$ cat src/rtl/frame_deserializer_if.sv
// Bundles the frame deserializer's input strobes and its valid/ready output word.
// The slave side is the deserializer, the master side is whoever drives and consumes it.
interface frame_deserializer_if #(
    parameter int WIDTH = 8,
    parameter int CNT_W = 4
);
    logic             clk_en;
    logic             frm_start;
    logic             bit_valid;
    logic             ser_in;
    logic             out_ready;
    logic [WIDTH-1:0] out_data;
    logic             out_valid;
    logic             out_last;
    logic [CNT_W-1:0] out_nbits;
    logic             ovf;
    logic             busy;

    modport slave (
        input  clk_en, frm_start, bit_valid, ser_in, out_ready,
        output out_data, out_valid, out_last, out_nbits, ovf, busy
    );

    modport master (
        output clk_en, frm_start, bit_valid, ser_in, out_ready,
        input  out_data, out_valid, out_last, out_nbits, ovf, busy
    );
endinterface

$ cat src/rtl/frame_deserializer.sv
// Packs detector payload bits MSB-first into WIDTH-bit words behind a single-entry
// valid/ready holding register. Frame start comes from frm_start, bit strobes from bit_valid.
//
//   state     | meaning
//   ----------+-------------------------------------------------------------
//   S_IDLE    | no frame open, waiting for frm_start
//   S_ARM     | frame opened, waiting for the first payload bit
//   S_COLLECT | shifting payload bits; bit_valid low closes the frame
module frame_deserializer #(
    parameter int WIDTH = 8,
    parameter int CNT_W = 4
) (
    input  logic                clk,
    input  logic                rst,
    frame_deserializer_if.slave bus
);
    typedef enum logic [1:0] {
        S_IDLE,
        S_ARM,
        S_COLLECT
    } state_t;

    state_t           r_state;
    logic [WIDTH-1:0] r_shift;
    logic [CNT_W-1:0] r_cnt;
    logic [WIDTH-1:0] r_out_data;
    logic             r_out_valid;
    logic             r_out_last;
    logic [CNT_W-1:0] r_out_nbits;
    logic             r_ovf;

    logic [WIDTH-1:0] w_shift_nxt;
    logic [CNT_W-1:0] w_cnt_inc;
    logic             w_full;
    logic [WIDTH-1:0] w_mask;
    logic             w_push;
    logic [WIDTH-1:0] w_push_data;
    logic [CNT_W-1:0] w_push_nbits;
    logic             w_push_last;

    assign w_shift_nxt = {r_shift[WIDTH-2:0], bus.ser_in};
    assign w_cnt_inc   = r_cnt + CNT_W'(1);
    assign w_full      = (w_cnt_inc == CNT_W'(WIDTH));
    // Stale bits from an earlier full word sit above the partial count; mask them off.
    assign w_mask      = ~({WIDTH{1'b1}} << r_cnt);

    always_comb begin
        w_push       = 1'b0;
        w_push_data  = '0;
        w_push_nbits = '0;
        w_push_last  = 1'b0;
        if (bus.clk_en && (r_state == S_COLLECT) && !bus.frm_start) begin
            if (bus.bit_valid) begin
                if (w_full) begin
                    w_push       = 1'b1;
                    w_push_data  = w_shift_nxt;
                    w_push_nbits = CNT_W'(WIDTH);
                end
            end else begin
                w_push       = 1'b1;
                w_push_data  = r_shift & w_mask;
                w_push_nbits = r_cnt;
                w_push_last  = 1'b1;
            end
        end
    end

    always_ff @(posedge clk or negedge rst) begin
        if (!rst) begin
            r_state     <= S_IDLE;
            r_shift     <= '0;
            r_cnt       <= '0;
            r_out_data  <= '0;
            r_out_valid <= 1'b0;
            r_out_last  <= 1'b0;
            r_out_nbits <= '0;
            r_ovf       <= 1'b0;
        end else begin
            if (bus.clk_en) begin
                case (r_state)
                    S_IDLE: begin
                        if (bus.frm_start) begin
                            r_state <= S_ARM;
                            r_shift <= '0;
                            r_cnt   <= '0;
                        end
                    end
                    S_ARM: begin
                        if (bus.frm_start) begin
                            r_shift <= '0;
                            r_cnt   <= '0;
                        end else if (bus.bit_valid) begin
                            r_state <= S_COLLECT;
                            r_shift <= {{(WIDTH-1){1'b0}}, bus.ser_in};
                            r_cnt   <= CNT_W'(1);
                        end
                    end
                    S_COLLECT: begin
                        if (bus.frm_start) begin
                            r_state <= S_ARM;
                            r_shift <= '0;
                            r_cnt   <= '0;
                        end else if (bus.bit_valid) begin
                            r_shift <= w_shift_nxt;
                            r_cnt   <= w_full ? '0 : w_cnt_inc;
                        end else begin
                            r_state <= S_IDLE;
                            r_shift <= '0;
                            r_cnt   <= '0;
                        end
                    end
                    default: r_state <= S_IDLE;
                endcase
            end

            // Handshake runs every edge; a push into a full, stalled register is dropped.
            if (w_push) begin
                if (!r_out_valid || bus.out_ready) begin
                    r_out_data  <= w_push_data;
                    r_out_nbits <= w_push_nbits;
                    r_out_last  <= w_push_last;
                    r_out_valid <= 1'b1;
                end else begin
                    r_ovf <= 1'b1;
                end
            end else if (r_out_valid && bus.out_ready) begin
                r_out_valid <= 1'b0;
            end
        end
    end

    assign bus.out_data  = r_out_data;
    assign bus.out_valid = r_out_valid;
    assign bus.out_last  = r_out_last;
    assign bus.out_nbits = r_out_nbits;
    assign bus.ovf       = r_ovf;
    assign bus.busy      = (r_state != S_IDLE);
endmodule

$ cat src/flat_wrapper.sv
// flat-port wrapper written by rule: the top's interface ports become plain ports
module frame_deserializer_flat 
#(
    parameter int WIDTH = 8,
    parameter int CNT_W = 4
)
  (clk, rst, bus_clk_en, bus_frm_start, bus_bit_valid, bus_ser_in, bus_out_ready, bus_out_data, bus_out_valid, bus_out_last, bus_out_nbits, bus_ovf, bus_busy);
  frame_deserializer_if #(.WIDTH(WIDTH), .CNT_W(CNT_W)) bus_i ();
  input  logic clk;
  input  logic rst;
  input wire logic [$bits(bus_i.clk_en)-1:0] bus_clk_en;
  input wire logic [$bits(bus_i.frm_start)-1:0] bus_frm_start;
  input wire logic [$bits(bus_i.bit_valid)-1:0] bus_bit_valid;
  input wire logic [$bits(bus_i.ser_in)-1:0] bus_ser_in;
  input wire logic [$bits(bus_i.out_ready)-1:0] bus_out_ready;
  output wire logic [$bits(bus_i.out_data)-1:0] bus_out_data;
  output wire logic [$bits(bus_i.out_valid)-1:0] bus_out_valid;
  output wire logic [$bits(bus_i.out_last)-1:0] bus_out_last;
  output wire logic [$bits(bus_i.out_nbits)-1:0] bus_out_nbits;
  output wire logic [$bits(bus_i.ovf)-1:0] bus_ovf;
  output wire logic [$bits(bus_i.busy)-1:0] bus_busy;
  assign bus_i.clk_en = bus_clk_en;
  assign bus_i.frm_start = bus_frm_start;
  assign bus_i.bit_valid = bus_bit_valid;
  assign bus_i.ser_in = bus_ser_in;
  assign bus_i.out_ready = bus_out_ready;
  assign bus_out_data = bus_i.out_data;
  assign bus_out_valid = bus_i.out_valid;
  assign bus_out_last = bus_i.out_last;
  assign bus_out_nbits = bus_i.out_nbits;
  assign bus_ovf = bus_i.ovf;
  assign bus_busy = bus_i.busy;
  frame_deserializer #(.WIDTH(WIDTH), .CNT_W(CNT_W)) u_core (.clk(clk), .rst(rst), .bus(bus_i));
endmodule
$ cat config.mk
export PLATFORM = sky130hd
export DESIGN_NAME = frame_deserializer_flat
export DESIGN_NICKNAME = d
export VERILOG_FILES = /design/src/rtl/frame_deserializer_if.sv /design/src/rtl/frame_deserializer.sv /design/src/flat_wrapper.sv
export SDC_FILE = /design/constraint.sdc
export NUM_CORES = 1
export LEC_CHECK = 0
export CAP_MARGIN = 10
export CORE_UTILIZATION = 39
export CTS_BUF_LIST = sky130_fd_sc_hd__clkbuf_16
export DETAILED_ROUTE_END_ITERATION = 6
export PLACE_DENSITY_LB_ADDON = 0.1
export SYNTH_ARGS = -nofsm -noshare
export SYNTH_HDL_FRONTEND = slang
export SYNTH_SLANG_ARGS = --single-unit
$ cat constraint.sdc
create_clock -name clk -period 3.21 [get_ports clk]
set_input_delay 0.963 -clock clk [delete_from_list [all_inputs] [get_ports clk]]
set_output_delay 0.963 -clock clk [all_outputs]
set_load 0.01 [all_outputs]
==> metrics <==
Final Max Slew Viols=0; period utilization=about four fifths; crit-path max FO=4; hold path startpoint=u_core.bus.ovf; vias in the first global route=about 1200; Yosys cell types=37; area share of fa/ha/maj cells after synthesis=under 10%; area of the multi-input gates=756 um2; mux cell area share after synthesis=under 10%; Yosys top cell by area=dfrtp_1; CP Data Arrival Time=around 1.6 ns; worst-margin pin slew=roughly 0.62 ns; Hold EP=u_core.bus.ovf; CP required=2.25 ns; HPWL after detailed placement=about 2.4 mm; post-CTS sizing=0; CTS Sinks=29; clock slew at reported path FFs=~0.050 ns; Core Footprint=0.00374 mm2; routability congestion estimate from global placement=0.790; post-synthesis sequential area ratio=between 40% and 50%; register area=around 730 um2; Ys Warns=0; Die W=about 65 um; final net count=roughly 190; min Tclk post-route=between 2 and 3 ns; Clock Tree Buf Depth=2; WL met2=around 1.7 mm; Worst Setup End Kind=output port; root buf cell=clkbuf_16; row cnt=22; first-pass GRT wire length=around 5.7 mm; reg-to-reg setup timing slack=just over 0.7 ns; initial antenna violation count=0; worst min path class=flop to flop; Max Cap Viol=0; Post-CTS Hold Buffers=0; pin count of the biggest net entering global routing=30; VDD IR max=0.000358 V; final setup fails=0; RSZ-0062 raised after global routing=false; share of layout cells above drive strength 1=about an eighth; Layout area overhead=28.0%; DRT iter0 DRCs=40; Tot GR Track Use=between 10% and 20%; largest family of logic cells by synthesized area=compound AO/OA/AOI/OAI gates; Hold Vio Cnt, Final=0; clk_skew=roughly 0.0028 ns; drt total wl=3.32 mm; ANT nets after route=0; postcts setup bufs=0; Syn Area/Cell=10.7 um2; max frequency=slightly below 0.4 GHz; Syn Std Cell Area=0.00155 mm2; CP Launch Type=flop; Post-Synth Simple-Gate Area=roughly an eighth; Num CTS Buffers=5; relative slew slack=58.3%; Power per Cell Area=about 680 mW/mm2; post-synthesis xor/xnor area fraction=0.566%; Hold Path Depth=1; crit path kind=flop to output port; filler cell count=about 370; syn nets=160; DRC errors left=0; reg2reg path depth=7; Synth top area share=about 47%; IO buf count=22; cell count after synthesis=roughly 150; WL met3=134 um; top sig layer=met4; compound-gate portion of the synthesized area=20.3%; Setup TNS=0 ns; CTS tree=yes; drt via density=about 5.4; worst r2r src=u_core.r_cnt[0]; # IOs=23; Initial Util=about two fifths; Leak=~0.9 nW; Power Total=between 1 and 1.5 mW; DR WL/cell=~15 um; overall die height=around 65 um; r2r endpoint=u_core.bus.out_data[4]; WL met1=between 1 and 1.5 mm; Ant. Diodes=0; status=finished, final reports clean; synth top area cells=dfrtp_1 47%, ha_1 6.5%, a22o_1 6.2%; gr ovfl total=0; FF+latch count, synth=29; first drt pass iteration count=4; Vias=about 1200; Die ar.=0.00422 mm2; H-tree depth=2; clk_lat worst skew=about 0.27 ns
-- layer usage --
layer	up-vias	track usage (%)
met4	0	7.50
li1	573	-
met3	4	5.81
met2	25	31.3
met5	-	0
met1	591	20.7
-- state kept, by name (all words and copies together) (netlist names) --
signal	cells
u_core.bus.out_data	8
u_core.bus.ovf	1
u_core.r_cnt	4
u_core.bus.out_last	1
u_core.bus.out_valid	1
u_core.r_shift	8
u_core.bus.out_nbits	4
u_core.r_state	2
-- power breakdown --
part           switching [mW]  leakage (nW)  internal (mW)
Clock                   0.152        0.0826          0.359
Combinational           0.177         0.427          0.181
Sequential             0.0496         0.394          0.424
-- stage by stage --
stage / std cells / setup slack (ns) / hold WS (ns) / util (%) / area (um2)
finish: 220 / 0.650 / 0.454 / 52.9 / 1980
floorplan: 145 / 1.03 / 0.473 / - / 1550
CTS: 220 / 0.635 / 0.461 / 52.9 / 1980
global placement: 212 / 0.527 / 0.448 / 48.6 / 1820
detailed placement: 212 / 0.503 / 0.446 / 48.6 / 1820
global route: 220 / 0.545 / 0.495 / 52.9 / 1980
-- final cells by class --
| class | count | area share, % |
|---|---|---|
| clock buffer | 5 | 6.32 |
| clock inverter | 3 | 1.90 |
| inverter | 11 | 2.08 |
| multi-input combinational | 100 | 38.2 |
| sequential | 29 | 36.6 |
| tap | 48 | 3.03 |
| timing repair buffer | 24 | 11.9 |
-- cell usage in the layout, fill, tap and decap left out, types with 3 or more instances in the layout --
cell and instances:
ha_1 8, mux2_2 7, a21oi_1 8, dfrtp_1 29, a22o_1 11, clkdlybuf4s50_1 22
inv_1 12, a21o_1 3, nand2_1 12, clkbuf_16 5, nand2b_1 4, o21ai_0 14
nor2_1 4
-- worst max-delay path: stages (launching register included) --
cell             delay, ns
dfrtp_1               0.38
inv_1                 0.08
ha_1                  0.25
inv_1                 0.08
clkdlybuf4s50_1       0.53
-- worst max-delay path by stage --
stage                                 start                      to  slack, ns  depth (start not counted)
after floorplan             u_core.r_cnt[1]  u_core.bus.out_data[1]       1.03                          7
after global placement        bus_bit_valid         u_core.r_cnt[1]       0.53                          5
after detailed placement      bus_bit_valid         u_core.r_cnt[1]       0.50                          5
after CTS                 u_core.r_state[0]                bus_busy       0.64                          4
after global routing        u_core.r_cnt[1]  u_core.bus.out_data[3]       0.55                          7
final                     u_core.r_state[0]                bus_busy       0.65                          4
-- cells by family (layout without fill, tap and decap cells) --
kind of cell | Yosys count | after routing
xor gates and xnor gates | 1 | 1
buffers and inverters | 16 | 43
DFF | 29 | 29
and+or+nand+nor | 35 | 35
muxes | 11 | 11
AOI/OAI and AO/OA | 45 | 45
adders and majority gates | 8 | 8
-- synth_stat cells --
master / instances
mux2i_1: 2
nor3b_1: 2
buf_4: 1
and3b_1: 2
dfrtp_1: 29
xnor2_1: 1
mux2_1: 1
nand3b_1: 2
o31ai_1: 2
a31oi_1: 1
a21o_1: 3
nor4_1: 1
nand4b_1: 1
nor3_2: 1
nor2_1: 4
a2bb2oi_1: 1
inv_1: 11
ha_1: 8
nand2_1: 12
o21ai_0: 14
a21oi_1: 8
a32o_1: 1
mux2i_4: 1
clkbuf_1: 1
a21oi_4: 1
and3_4: 1
buf_2: 2
or2_2: 2
nor2b_1: 2
o32a_1: 1
a22o_1: 11
a221oi_1: 1
or3_1: 1
mux2_2: 7
o21ba_2: 1
buf_1: 1
nand2b_1: 4
(Power assumes the default switching activity.)
